### config.mk
export PLATFORM = sky130hd
export DESIGN_NAME = pipe_ctrl
export DESIGN_NICKNAME = d
export VERILOG_FILES = /design/src/rtl/pipe_ctrl_pkg.sv /design/src/rtl/pipe_ctrl_md_busy_timer.sv /design/src/rtl/pipe_ctrl.sv
export SDC_FILE = /design/constraint.sdc
export NUM_CORES = 1
export LEC_CHECK = 0
export CORE_MARGIN = 2
export CORE_UTILIZATION = 35
export DETAILED_ROUTE_END_ITERATION = 16
export REMOVE_ABC_BUFFERS = 1
export SLEW_MARGIN = 20
export SYNTH_ARGS = -nofsm -noshare
export SYNTH_HDL_FRONTEND = slang
export SYNTH_SLANG_ARGS = --single-unit
### constraint.sdc
create_clock -name clk -period 2.2 [get_ports clk]
set_clock_uncertainty 0.15 [all_clocks]
set_input_delay 0.22 -clock clk [delete_from_list [all_inputs] [get_ports clk]]
set_output_delay 0.22 -clock clk [all_outputs]
set_load 0.1 [all_outputs]
### src/rtl/pipe_ctrl_pkg.sv
// Shared encodings for the pipeline stall/flush sequencer.
// E-stage mult/div start codes, exception vector and timer state type.
package pipe_ctrl_pkg;

    localparam logic [1:0]  MD_NONE    = 2'b00;
    localparam logic [1:0]  MD_MULT    = 2'b01;
    localparam logic [1:0]  MD_DIV     = 2'b10;
    localparam logic [31:0] PC_EXC_VEC = 32'h0000_4180;

    typedef enum logic {
        S_IDLE,
        S_BUSY
    } md_state_t;

    // The reserved code 2'b11 behaves as no operation.
    function automatic logic is_md_start(input logic [1:0] op);
        return (op == MD_MULT) || (op == MD_DIV);
    endfunction

endpackage

### src/rtl/pipe_ctrl_md_busy_timer.sv
// Mult/div busy timer: tracks the latency of the md unit after a start.
// md_busy covers the start cycle plus N further cycles; md_done marks the last one.
module md_busy_timer
    import pipe_ctrl_pkg::*;
#(
    parameter int unsigned MULT_CYCLES = 5,
    parameter int unsigned DIV_CYCLES  = 10
) (
    input  logic       clk,
    input  logic       reset,
    input  logic [1:0] e_md_op,
    input  logic       req,
    output logic       md_busy,
    output logic       md_done
);

    localparam int unsigned CW = $clog2(DIV_CYCLES + 1);

    md_state_t       state;
    md_state_t       state_next;
    logic [CW-1:0]   cnt;
    logic [CW-1:0]   cnt_next;
    logic            start;

    // A request in the start cycle belongs to the faulting md instr, so it never issues.
    assign start = is_md_start(e_md_op) && !req;

    always_ff @(posedge clk) begin
        if (reset) begin
            state <= S_IDLE;
            cnt   <= '0;
        end else begin
            state <= state_next;
            cnt   <= cnt_next;
        end
    end

    always_comb begin
        state_next = state;
        cnt_next   = cnt;
        md_busy    = 1'b0;
        md_done    = 1'b0;
        case (state)
            S_IDLE: begin
                if (start) begin
                    md_busy    = 1'b1;
                    state_next = S_BUSY;
                    cnt_next   = (e_md_op == MD_MULT) ? CW'(MULT_CYCLES) : CW'(DIV_CYCLES);
                end
            end
            S_BUSY: begin
                md_busy  = 1'b1;
                cnt_next = cnt - CW'(1);
                if (cnt == CW'(1)) begin
                    md_done    = 1'b1;
                    state_next = S_IDLE;
                end
            end
        endcase
    end

endmodule

### src/rtl/pipe_ctrl.sv
// Stall/flush sequencer: merges data-hazard stall, md busy and CP0 request
// into PC/F-D enables and the D/E bubble, and counts stalled cycles.
module pipe_ctrl
    import pipe_ctrl_pkg::*;
#(
    parameter int unsigned MULT_CYCLES = 5,
    parameter int unsigned DIV_CYCLES  = 10,
    parameter int unsigned PERF_W      = 16
) (
    input  logic              clk,
    input  logic              reset,
    input  logic              raw_stall,
    input  logic [1:0]        e_md_op,
    input  logic              d_uses_md,
    input  logic              req,
    output logic              pc_en,
    output logic              d_en,
    output logic              e_flush,
    output logic              md_busy,
    output logic              md_done,
    output logic [PERF_W-1:0] stall_cnt
);

    logic stall;

    md_busy_timer #(
        .MULT_CYCLES (MULT_CYCLES),
        .DIV_CYCLES  (DIV_CYCLES)
    ) u_md_busy_timer (
        .clk     (clk),
        .reset   (reset),
        .e_md_op (e_md_op),
        .req     (req),
        .md_busy (md_busy),
        .md_done (md_done)
    );

    // On a request the pipeline registers flush through their own req path, so no stall here.
    assign stall   = !req && (raw_stall || (d_uses_md && md_busy));
    assign pc_en   = !stall;
    assign d_en    = !stall;
    assign e_flush = stall;

    always_ff @(posedge clk) begin
        if (reset) begin
            stall_cnt <= '0;
        end else if (stall && (stall_cnt != '1)) begin
            stall_cnt <= stall_cnt + PERF_W'(1);
        end
    end

endmodule

# Word-level counts from Yosys, hierarchy flattened
# Cells that the tools add are included.
# totals
ff_bits	21
out_inout_bits	21
elab_cells	28
inputBits	7
# op_classes
n_addsub	2
n_eq_ne	5
reduce_logical	8
bitwise_logic	1
n_mux	9
# ops
op	count
$add 16x1->16 const B	1
$ne 16x16->1 const B	1
$mux 4	2
$pmux 4 s2	1
$eq 4x1->1 const B	1
$logic_and 1x1->1	4
$mux 1	4
$pmux 1 s2	2
$sub 4x1->4 const B	1
$eq 2x1->1 const B	1
$eq 2x2->1 const B	1
$logic_not 1->1	2
$logic_or 1x1->1	2
$ne 2x1->1 const B	1
$not 1->1	1

# Longest topological paths before layout
# logic_depth
word_depth	9
depth_mapped	9
ltp_nobuf	7

# Cells and area by module
# From an unflattened synthesis, not the netlist that was laid out.
# hier_totals
cells_unflattened	137
hier_area_um2	1177.4
# by_module_without_submodules
module	instances	area_each_um2	cells_per_inst
pipe_ctrl	1	863.3	100
md_busy_timer	1	314.1	37

# Least setup slack after synthesis
# Ideal clock, no wire load.
# synth_timing
path_type	reg-to-reg
from	reg u_md_busy_timer.state
to	reg u_md_busy_timer.state
required_ps	1769
arrival_ps	3521
setup_time_ps	281
path_slack_ps	-1752
path_buffers	1
stages_incl_launch_ff	4
cell_sequence	dfxtp_1 -> clkbuf_1 -> nor4bb_1 -> nor3_1
# synth_via
elab_chain_len	2
# synth_rtl
element	line_no	rtl
start: declaration	pipe_ctrl_md_busy_timer.sv:19	md_state_t state;
start signal: assignment	pipe_ctrl_md_busy_timer.sv:33	state <= state_next;
$not 1->1	pipe_ctrl_md_busy_timer.sv:43	case (state)
$pmux 1 s2 (*)	pipe_ctrl_md_busy_timer.sv:43	
# Every way passes the cells marked *; elsewhere a longest branch is shown, timed or not.
# A chain may end at the register's enable or synchronous reset.

# Worst setup path in the final report
# layout_timing
from	in e_md_op[1]
to	out e_flush
# layout_via
elab_chain_len	8
# layout_rtl
element	line_no	rtl
start: declaration	pipe_ctrl.sv:13	input logic [1:0] e_md_op,
$eq 2x1->1 or $eq 2x2->1 (tied branches)	pipe_ctrl_pkg.sv:17	return (op == MD_MULT) || (op == MD_DIV);
$logic_or 1x1->1 (*)	pipe_ctrl_pkg.sv:17	
$logic_and 1x1->1 (*)	pipe_ctrl_md_busy_timer.sv:26	assign start = is_md_start(e_md_op) && !req;
$mux 1 (*)	pipe_ctrl_md_busy_timer.sv:45	if (start) begin
$pmux 1 s2 (*)	pipe_ctrl_md_busy_timer.sv:43	
$logic_and 1x1->1 (*)	pipe_ctrl.sv:39	assign stall = !req && (raw_stall || (d_uses_md && md_busy));
$logic_or 1x1->1 (*)	pipe_ctrl.sv:39	
$logic_and 1x1->1 (*)	pipe_ctrl.sv:39	
end: declaration	pipe_ctrl.sv:18	output logic e_flush,
# Marked as above.

==> impl_metrics.py <==
metrics = {
    "status": {
        "status": "complete, no violations",
    },
    "pwr": {
        "clkPwrFrac_pct": 24.0,
        "p_seq_share_pct": 48.0,
        "p_comb_share_pct": 28.0,
        "internal_power_mw": 0.5537,
        "p_sw_share_pct": 33.89,
        "ir_worst_vdd_mv": 0.4030,
        "power.density_nw_per_um2": 511.4,
        "p_switching_mw": 0.2839,
        "leakage_nw": 0.6233,
    },
    "die": {
        "design.core.area_sq_um": 3284,
        "pin_count": 28,
        "start_util_pct": 35.89,
        "dieArea_sq_um": 3848,
        "die_w_microns": 62.03,
        "rows": 21,
        "fp.dieH_microns": 62.03,
    },
    "global_route": {
        "met3_usage_pct": 4.555,
        "gr-usage-met1_pct": 22.26,
        "antenna_found_initial": 0,
        "grt-ovfl-total": 0,
        "grt_pass1_vias": 1105,
        "grt_max_degree": 16,
        "grt_pass1_wl_microns": 5043,
        "grtUsageTotal_pct": 17.28,
        "grtUsageMet2_pct": 29.46,
        "busiest_layer": "met2",
    },
    "final_layout": {
        "layout_commonest_cell": "buf_4",
        "drive_above_1_share_pct": 26.26,
        "n_antenna_cell": 0,
        "instances_no_fill": 225,
        "syn2layout_area_growth_pct": 38.96,
        "stdcell_area_sq_um": 1638,
        "fillers": 326,
        "nets": 191,
        "final_cell_mix": "28 x buf_4, 21 x dfxtp_1, 16 x a21oi_1",
    },
    "yosys": {
        "yosysSeqAreaShare_pct": 35.67,
        "netlist_top_cells_area": "dfxtp_1 36%, a21oi_1 6.8%, or4_1 5.1%",
        "syn_area_per_cell_sq_um": 8.359,
        "synthFlopType": "dfxtp_1",
        "netlist_instances": 141,
        "synth-warning-count": 0,
        "synth-async-reset-ratio_pct": 0,
        "ys_types": 38,
        "synth_top_area_share_pct": 35.67,
        "synth_seq_cells": 21,
        "synth_edf_count": 0,
        "synth_area_sq_um": 1179,
        "synth_top_area_cell": "dfxtp_1",
    },
    "placement": {
        "post-place-cells": 219,
        "port_buffers": 27,
        "place.detailed.hpwl_microns": 2148,
        "gp_congestion": 0.7675,
        "dpl-instance-area_sq_um": 1568,
    },
    "detailed_routing": {
        "drt_iter0_drc": 82,
        "wirelength_microns": 2944,
        "antenna_left": 0,
        "drcViolationCount": 0,
        "wire_per_inst_microns": 13.08,
        "vias_per_cell": 5.387,
        "drt_pass1_iterations": 4,
        "route.vias.total": 1212,
    },
    "clocking": {
        "cts_root_buffer": "clkbuf_4",
        "clk_path_buf_depth": 2,
        "numCtsBuffers": 3,
        "htree_levels": 1,
        "clock_sinks": 21,
        "insertion_delay_ns": 0.32,
        "path_clk_slew_ns": 0.13,
        "postCtsHoldBufs": 0,
        "cts_tree": "built",
    },
    "sta": {
        "maxSlewViolCount": 0,
        "setup_violations": 0,
        "rsz0062_at_grt": "no",
        "finalCritPeriodShare_pct": 96.45,
        "min_period_ns": 2.122,
        "fmax_mhz": 471.3,
        "final_hold_viol_count": 0,
        "relSlewSlack_pct": 64.58,
        "worst_pin_slew_ns": 0.5297,
    },
    "worst_hold_path": {
        "min_path_type": "in2reg",
        "whs_path_depth": 5,
    },
    "setup_path": {
        "critPathMaxFanout": 4,
        "worstSetupPathType": "in2out",
        "crit_path_start_kind": "input port",
        "arrival_ns": 1.75,
        "cp-end-kind": "output port",
        "rr_worst_depth": 5,
        "crit_required_ns": 1.83,
    },
    "flow_run": {
        "maxCapViolCount": 0,
    },
}
==> what timing repair did <==
action	4_1_cts	5_1_grt
endpoints found under the setup margin	18	5
pin swaps	2	1
buffers inserted	2	0
endpoints found under the hold margin	0	0
gates resized for setup	8	1
==> flip-flops by register name, indices dropped and copies added (netlist names) <==
register               flops
stall_cnt                 16
u_md_busy_timer.cnt        4
u_md_busy_timer.state      1
==> metrics by stage <==
step	TNS [ns]	setup slack, ns	hold slack (ns)	utilization (%)	total power, mW
4_1_cts	0	0.05994	0.3102	49.68	0.8443
5_1_grt	0	0.01296	0.3726	49.87	0.8768
6_report	0	0.07820	0.3066	49.87	0.8376
3_3_place_gp	-6.772	-0.4426	0.3221	47.73	0.6288
3_5_place_dp	-7.172	-0.4605	0.3351	47.73	0.6334
2_1_floorplan	-25.54	-2.088	0.1391	-	0.5413
==> worst paths after layout <==
| kind | from | end | slack, ns |
|---|---|---|---|
| worst min-delay path | e_md_op[0] | u_md_busy_timer.cnt[3]$_SDFFE_PP0P_ | 0.31 |
| worst min register to register | u_md_busy_timer.cnt[1]$_SDFFE_PP0P_ | u_md_busy_timer.cnt[1]$_SDFFE_PP0P_ | 0.35 |
| worst max-delay path | e_md_op[1] | e_flush | 0.08 |
| worst max register to register | stall_cnt[0]$_SDFFE_PP0P_ | stall_cnt[10]$_SDFFE_PP0P_ | 0.15 |
==> worst max-delay path: stages <==
cell	delay, ns
dlygate4sd2_1	0.19
inv_1	0.04
ha_1	0.29
nor3b_2	0.16
or3_4	0.34
buf_6	0.13
buf_6	0.12
clkinvlp_4	0.09
buf_12	0.17
==> Yosys cell counts, types with 2 or more instances <==
| cell | number |
|---|---|
| inv_1 | 6 |
| nor3_1 | 4 |
| mux2_2 | 3 |
| nor4_1 | 4 |
| or3_1 | 2 |
| a21oi_1 | 16 |
| nor2_1 | 9 |
| and3_1 | 2 |
| dfxtp_1 | 21 |
| buf_4 | 2 |
| o31ai_1 | 6 |
| o21ai_0 | 6 |
| nor2b_1 | 5 |
| nand3_1 | 7 |
| nor4bb_1 | 2 |
| a311oi_1 | 2 |
| nand4_1 | 3 |
| a41oi_1 | 2 |
| ha_1 | 4 |
| clkbuf_1 | 3 |
| nand2_1 | 8 |
| or4_1 | 8 |
==> cells by family after synthesis <==
kind of cell             synth area share (%)
flip-flops                              35.67
adder cells (fa/ha/maj)                 4.246
AND/OR/NAND/NOR                         31.74
buffers and inverters                   5.837
AO/OA/AOI/OAI                           18.79
multiplexers                            3.715
==> area by class of cell <==
type | instances | area (sq um) | share of cell area (%)
Multi-Input combinational cell | 106 | 705.7 | 43.09
Sequential cell | 21 | 420.4 | 25.67
Timing Repair Buffer | 42 | 401.6 | 24.52
Tap cell | 46 | 57.56 | 3.514
Clock buffer | 4 | 26.28 | 1.604
Inverter | 6 | 26.28 | 1.604
==> routing by layer <==
| metal | wire (microns) | share of wire [%] |
|---|---|---|
| met5 | 0 | 0 |
| met4 | 19 | 0.65 |
| met3 | 98 | 3.3 |
| met2 | 1493 | 51 |
| met1 | 1333 | 45 |
==> power by group through the flow <==
stage	clock network [mW]	logic [mW]	registers, mW
floorplan	0	0.110	0.431
global placement	0	0.220	0.409
detailed placement	0	0.223	0.410
CTS	0.208	0.234	0.402
global route	0.223	0.249	0.405
finish	0.201	0.234	0.402
Note: power is estimated with default switching activity, not from simulation.
